### src/rtl/mem_arb_pkg.sv
// Shared types and constants for the two-port data RAM arbiter.
package mem_arb_pkg;

  typedef enum logic {
    IDLE    = 1'b0,
    RD_WAIT = 1'b1
  } state_e;

  localparam logic PORT_CORE = 1'b0;
  localparam logic PORT_EXT  = 1'b1;

  // Access size/sign codes, identical to the load/store funct3 field seen by the RAM
  localparam logic [2:0] F3_LB  = 3'b000;
  localparam logic [2:0] F3_LH  = 3'b001;
  localparam logic [2:0] F3_LW  = 3'b010;
  localparam logic [2:0] F3_LBU = 3'b100;
  localparam logic [2:0] F3_LHU = 3'b101;
  localparam logic [2:0] F3_SB  = 3'b000;
  localparam logic [2:0] F3_SH  = 3'b001;
  localparam logic [2:0] F3_SW  = 3'b010;

  localparam int REQ_ADDR_W = 32;
  localparam int REQ_DATA_W = 32;

  typedef struct packed {
    logic                  we;
    logic [2:0]            ctrl;
    logic [REQ_ADDR_W-1:0] addr;
    logic [REQ_DATA_W-1:0] wdata;
  } req_t;

endpackage

### src/rtl/mem_arbiter_rr_pick2.sv
// Two-way round-robin picker: a lone requester wins, a tie goes to the port
// that did not own the previous access.
module rr_pick2
  import mem_arb_pkg::*;
(
  input  logic [1:0] req,
  input  logic       last_owner,
  output logic [1:0] grant
);

  assign grant[0] = req[0] & (~req[1] | (last_owner == PORT_EXT));
  assign grant[1] = req[1] & (~req[0] | (last_owner == PORT_CORE));

endmodule

### src/rtl/mem_arbiter.sv
// Shares one data RAM between the core load/store path (port 0) and the
// external loader/debug port (port 1); one access in flight, round-robin.
module mem_arbiter
  import mem_arb_pkg::*;
#(
  parameter int ADDR_W = 32,
  parameter int DATA_W = 32,
  parameter int RD_LAT = 1
) (
  input  logic              Clock,
  input  logic              nReset,
  input  logic              c_req,
  input  logic              c_we,
  input  logic [2:0]        c_ctrl,
  input  logic [ADDR_W-1:0] c_addr,
  input  logic [DATA_W-1:0] c_wdata,
  output logic              c_gnt,
  output logic              c_rvalid,
  output logic [DATA_W-1:0] c_rdata,
  output logic              c_stall,
  input  logic              x_req,
  input  logic              x_we,
  input  logic [2:0]        x_ctrl,
  input  logic [ADDR_W-1:0] x_addr,
  input  logic [DATA_W-1:0] x_wdata,
  output logic              x_gnt,
  output logic              x_rvalid,
  output logic [DATA_W-1:0] x_rdata,
  output logic              m_en,
  output logic              m_we,
  output logic [2:0]        m_ctrl,
  output logic [ADDR_W-1:0] m_addr,
  output logic [DATA_W-1:0] m_wdata,
  input  logic [DATA_W-1:0] m_rdata
);

  localparam logic [2:0] LAT_LOAD = 3'(RD_LAT - 1);

  state_e            state;
  logic [2:0]        cnt;
  logic              last_owner;
  logic              owner;
  logic [DATA_W-1:0] c_rdata_q;
  logic [DATA_W-1:0] x_rdata_q;
  logic [1:0]        pick;
  logic [1:0]        grant;
  logic              rd_done;
  logic              arb_open;
  logic              core_rd_pend;
  req_t              c_pkt;
  req_t              x_pkt;
  req_t              sel;

  assign rd_done = (state == RD_WAIT) && (cnt == 3'd0);

  // Grants are combinational, so they are also gated by nReset to keep every
  // output at 0 for the whole time reset is held.
  assign arb_open = nReset && ((state == IDLE) || rd_done);

  rr_pick2 u_pick (
    .req        ({x_req, c_req}),
    .last_owner (last_owner),
    .grant      (pick)
  );

  assign grant = arb_open ? pick : 2'b00;
  assign c_gnt = grant[0];
  assign x_gnt = grant[1];
  assign m_en  = |grant;

  // NOTE: every always_comb output gets a default first so no latch is inferred.
  always_comb begin
    c_pkt = '{we: c_we, ctrl: c_ctrl, addr: REQ_ADDR_W'(c_addr), wdata: REQ_DATA_W'(c_wdata)};
    x_pkt = '{we: x_we, ctrl: x_ctrl, addr: REQ_ADDR_W'(x_addr), wdata: REQ_DATA_W'(x_wdata)};
    sel   = '0;
    if (grant[1])      sel = x_pkt;
    else if (grant[0]) sel = c_pkt;
  end

  assign m_we    = sel.we;
  assign m_ctrl  = sel.ctrl;
  assign m_addr  = sel.addr[ADDR_W-1:0];
  assign m_wdata = sel.wdata[DATA_W-1:0];

  assign c_rvalid = rd_done && (owner == PORT_CORE);
  assign x_rvalid = rd_done && (owner == PORT_EXT);
  assign c_rdata  = c_rvalid ? m_rdata : c_rdata_q;
  assign x_rdata  = x_rvalid ? m_rdata : x_rdata_q;

  // A core read counts as outstanding from its grant cycle until its rvalid.
  assign core_rd_pend = (c_gnt && !c_we) ||
                        ((state == RD_WAIT) && (owner == PORT_CORE) && !c_rvalid);
  assign c_stall      = (nReset && c_req && !c_gnt) || core_rd_pend;

  // NOTE: sequential state uses non-blocking assignments only.
  always_ff @(posedge Clock or negedge nReset) begin
    if (!nReset) begin
      state      <= IDLE;
      cnt        <= 3'd0;
      last_owner <= PORT_EXT;
      owner      <= PORT_CORE;
      c_rdata_q  <= '0;
      x_rdata_q  <= '0;
    end else begin
      if (c_rvalid) c_rdata_q <= m_rdata;
      if (x_rvalid) x_rdata_q <= m_rdata;

      if (m_en) begin
        last_owner <= grant[1];
        if (!sel.we) begin
          state <= RD_WAIT;
          cnt   <= LAT_LOAD;
          owner <= grant[1];
        end else begin
          state <= IDLE;
        end
      end else if (state == RD_WAIT) begin
        if (rd_done) state <= IDLE;
        else         cnt   <= cnt - 3'd1;
      end
    end
  end

endmodule

### config.mk
export PLATFORM = sky130hd
export DESIGN_NAME = mem_arbiter
export DESIGN_NICKNAME = d
export VERILOG_FILES = /design/src/rtl/mem_arb_pkg.sv /design/src/rtl/mem_arbiter_rr_pick2.sv /design/src/rtl/mem_arbiter.sv
export SDC_FILE = /design/constraint.sdc
export NUM_CORES = 1
export LEC_CHECK = 0
export ABC_AREA = 1
export CAP_MARGIN = 20
export CORE_AREA = 2 2 121 123
export CTS_CLUSTER_SIZE = 25
export DETAILED_ROUTE_END_ITERATION = 6
export DIE_AREA = 0 0 123 125
export GPL_TIMING_DRIVEN = 0
export PLACE_DENSITY = 0.67
export SLEW_MARGIN = 20
export SYNTH_ARGS = -nofsm -noshare
export SYNTH_HDL_FRONTEND = slang
export SYNTH_SLANG_ARGS = --single-unit
### constraint.sdc
create_clock -name Clock -period 4 [get_ports Clock]
set_input_delay 0.8 -clock Clock [delete_from_list [all_inputs] [get_ports Clock]]
set_output_delay 0.8 -clock Clock [all_outputs]
set_load 0.02 [all_outputs]
==> impl_metrics.tcl <==
set metrics [dict create \
    skew_ns 0.00985 \
    cts_made_buffers 9 \
    rsz0062_at_grt "false" \
    clkTransAtPathRegs_ns 0.05 \
    ios 310 \
    hold_path.class "in -> async" \
    critPathKind "in -> out" \
    peakVddDrop_mv 0.592 \
    critPathLaunchType "input port" \
    ant_nets 0 \
    ys_ff_latch 70 \
    port_buffers 309 \
    cts-root-buf "clkbuf_16" \
    stdcell_area_sq_um 7250 \
    fmax_mhz 278 \
    num_vias 4285 \
    wl_per_cell_um 14.9 \
    setup-violations-final 0 \
    min_period_over_period 0.898 \
    p_per_area_nw_per_um2 491 \
    drtIter0Drc 142 \
    crit_fanout 10 \
    clock_latency_ns 0.33 \
    utilization 0.510 \
    worst_setup_path_end_kind "output port" \
    crit_chain "clkdlybuf4s50_1 -> nand2_1 -> nand2_1 -> nand3_1 -> inv_2 -> buf_6 -> buf_4 -> nand2_1 -> nand2_1 -> clkdlybuf4s50_1" \
    highest_layer "met5" \
    track_usage 0.190 \
    slowest_delay_ns 0.62 \
    syn-cell-area_sq_um 3630 \
    layout.nets 1000 \
    area_growth_pct 100 \
    die_area_sq_um 15400 \
    yosysUniqueCellTypes 19 \
    drive_gt1_frac 0.0663 \
    grt_first_pass_wirelength_mm 22.3 \
    via_per_inst 4.22 \
    die_h_um 125 \
    grt_max_degree 38 \
    tightest_slew_ns 0.491 \
    wl_met1_mm 5.45 \
    clock_sinks 70 \
    yosysTopAreaCell "dfrtp_1" \
    syn_inst 505 \
    antenna_found_initial 2 \
    drcViolationCount 0 \
    cts-resized-gates 0 \
    start_util 0.255 \
    seq_area_frac_synth 0.483 \
    maxCapViolations 0 \
    core_sq_um 14200 \
    maxSlewHeadroom 0.673 \
    routed-wl-met3_mm 1.78 \
    grt-ovfl-total 0 \
    gp_congestion 0.821 \
    arrival_ns 2.79 \
    drt_wl_total_mm 15.2 \
    power_mw 3.56 \
    outcome "completed" \
    postPlaceCellArea_sq_um 6970 \
    dpl.hpwl_mm 12.4 \
    cts_htree_levels 3 \
    cp.required_ns 3.20 \
    cpMostUsedCell "nand2_1" \
    post-cts-setup-buffer-count 0 \
    met2WireLength_mm 7.73 \
    power.leakage_nw 3.47 \
    syn_nets 679 \
    ctsHoldBuffers 0 \
    syn_area_per_cell_sq_um 7.18 \
    synthTopCellsByArea "dfrtp_1 (48%), nand2_1 (29%), o21ai_0 (7.9%)" \
    grt_pass1_vias 4097 \
    die_x_um 123 \
    synth_top_area_frac 0.476 \
    critPathSlowestCell "clkdlybuf4s50_1" \
    slew_viol_final 0 \
    ys_warn_count 0 \
    min_period_ns 3.59 \
    cts_buffer_depth 2 \
    cts_tree "done" \
    hold_viol 0 \
    drt_first_pass_iters 4 \
    row_count 44 \
]
[placed cells by master (no fill, tap or decap), drive strengths merged]
cell type        n
buf             26
bufinv           1
clkbuf          14
clkdlybuf4s50  308
clkinv           3
dfrtp           69
dfstp            1
diode            1
ha               2
inv             44
nand2          284
nand3            6
nand4            1
nor2             3
o21ai           66
or2              1
xor2             1
[worst max-delay path, delay by kind of cell]
| kind | cells | cell delay (ns) |
|---|---|---|
| buffers and inverters | 5 | 1.56 |
| AND/OR/NAND/NOR | 5 | 0.43 |
[report_power, final]
group / internal, mW / switching [mW]
sequential: 0.981 / 0.0700
combinational: 0.838 / 0.914
clock: 0.478 / 0.283
total: 2.30 / 1.27
[worst paths after layout]
path / start / endpoint / slack [ns] / cells past startpoint
max in group asynchronous: nReset / x_rdata_q[21]$_DFF_PN0_ / 3.01 / 2
min in group Clock: last_owner$_DFFE_PN1N_ / last_owner$_DFFE_PN1N_ / 0.47 / 2
setup reg to reg: cnt[0]$_DFFE_PN0P_ / x_rdata_q[22]$_DFF_PN0_ / 2.23 / 9
hold reg to reg: last_owner$_DFFE_PN1N_ / last_owner$_DFFE_PN1N_ / 0.47 / 2
setup / recovery: c_req / m_addr[15] / 0.41 / 10
hold / removal: nReset / x_rdata_q[3]$_DFF_PN0_ / 0.43 / 1
[stage by stage]
step	hold slack, ns	std cells	TNS (ns)	setup slack [ns]
after floorplan	0.444	505	0	1.37
after global placement	0.453	998	-174.15	-2.17
after detailed placement	0.471	999	0	0.376
after CTS	0.442	1014	0	0.378
after global routing	0.461	1014	0	0.173
final	0.433	1015	0	0.406
[flip-flops by register name, indices dropped and copies added (netlist names)]
signal	cells
c_rdata_q	32
x_rdata_q	32
cnt	3
last_owner	1
owner	1
state	1
[cells by family after synthesis]
family / count (synthesis) / share of synthesized area
flops: 70 / 0.483
fa+ha+maj: 2 / 0.00690
simple gates: 295 / 0.314
xor+xnor: 1 / 0.00242
compound gates: 66 / 0.0911
buf+inv: 71 / 0.102
[synth_stat cells]
cell type,count
or2_2,1
dfstp_2,1
inv_1,39
nand2_4,1
o21ai_0,57
clkbuf_2,3
buf_4,5
nand2_2,2
nor2_2,3
dfrtp_1,69
buf_2,10
nand2_1,281
nand3_1,6
ha_1,2
inv_2,5
buf_6,9
nand4_1,1
xor2_1,1
o21ai_1,9
[layer usage]
layer,global-route usage,vias up
met2,0.344,177
met3,0.0766,13
met4,0.0455,2
met1,0.205,1919
li1,-,2174
met5,0,-
[layout make-up]
| type | instances | area (sq um) |
|---|---|---|
| diodes | 1 | 2.50 |
| multi-input cells | 364 | 1500 |
| well taps | 184 | 230 |
| fillers | 1383 | 6950 |
| plain buffers | 27 | 204 |
| clock buffers | 11 | 233 |
| clock inverters | 4 | 48.8 |
| repair buffers | 310 | 3110 |
| flip-flops and latches | 70 | 1750 |
| inverters | 44 | 165 |
(Power assumes the default switching activity.)
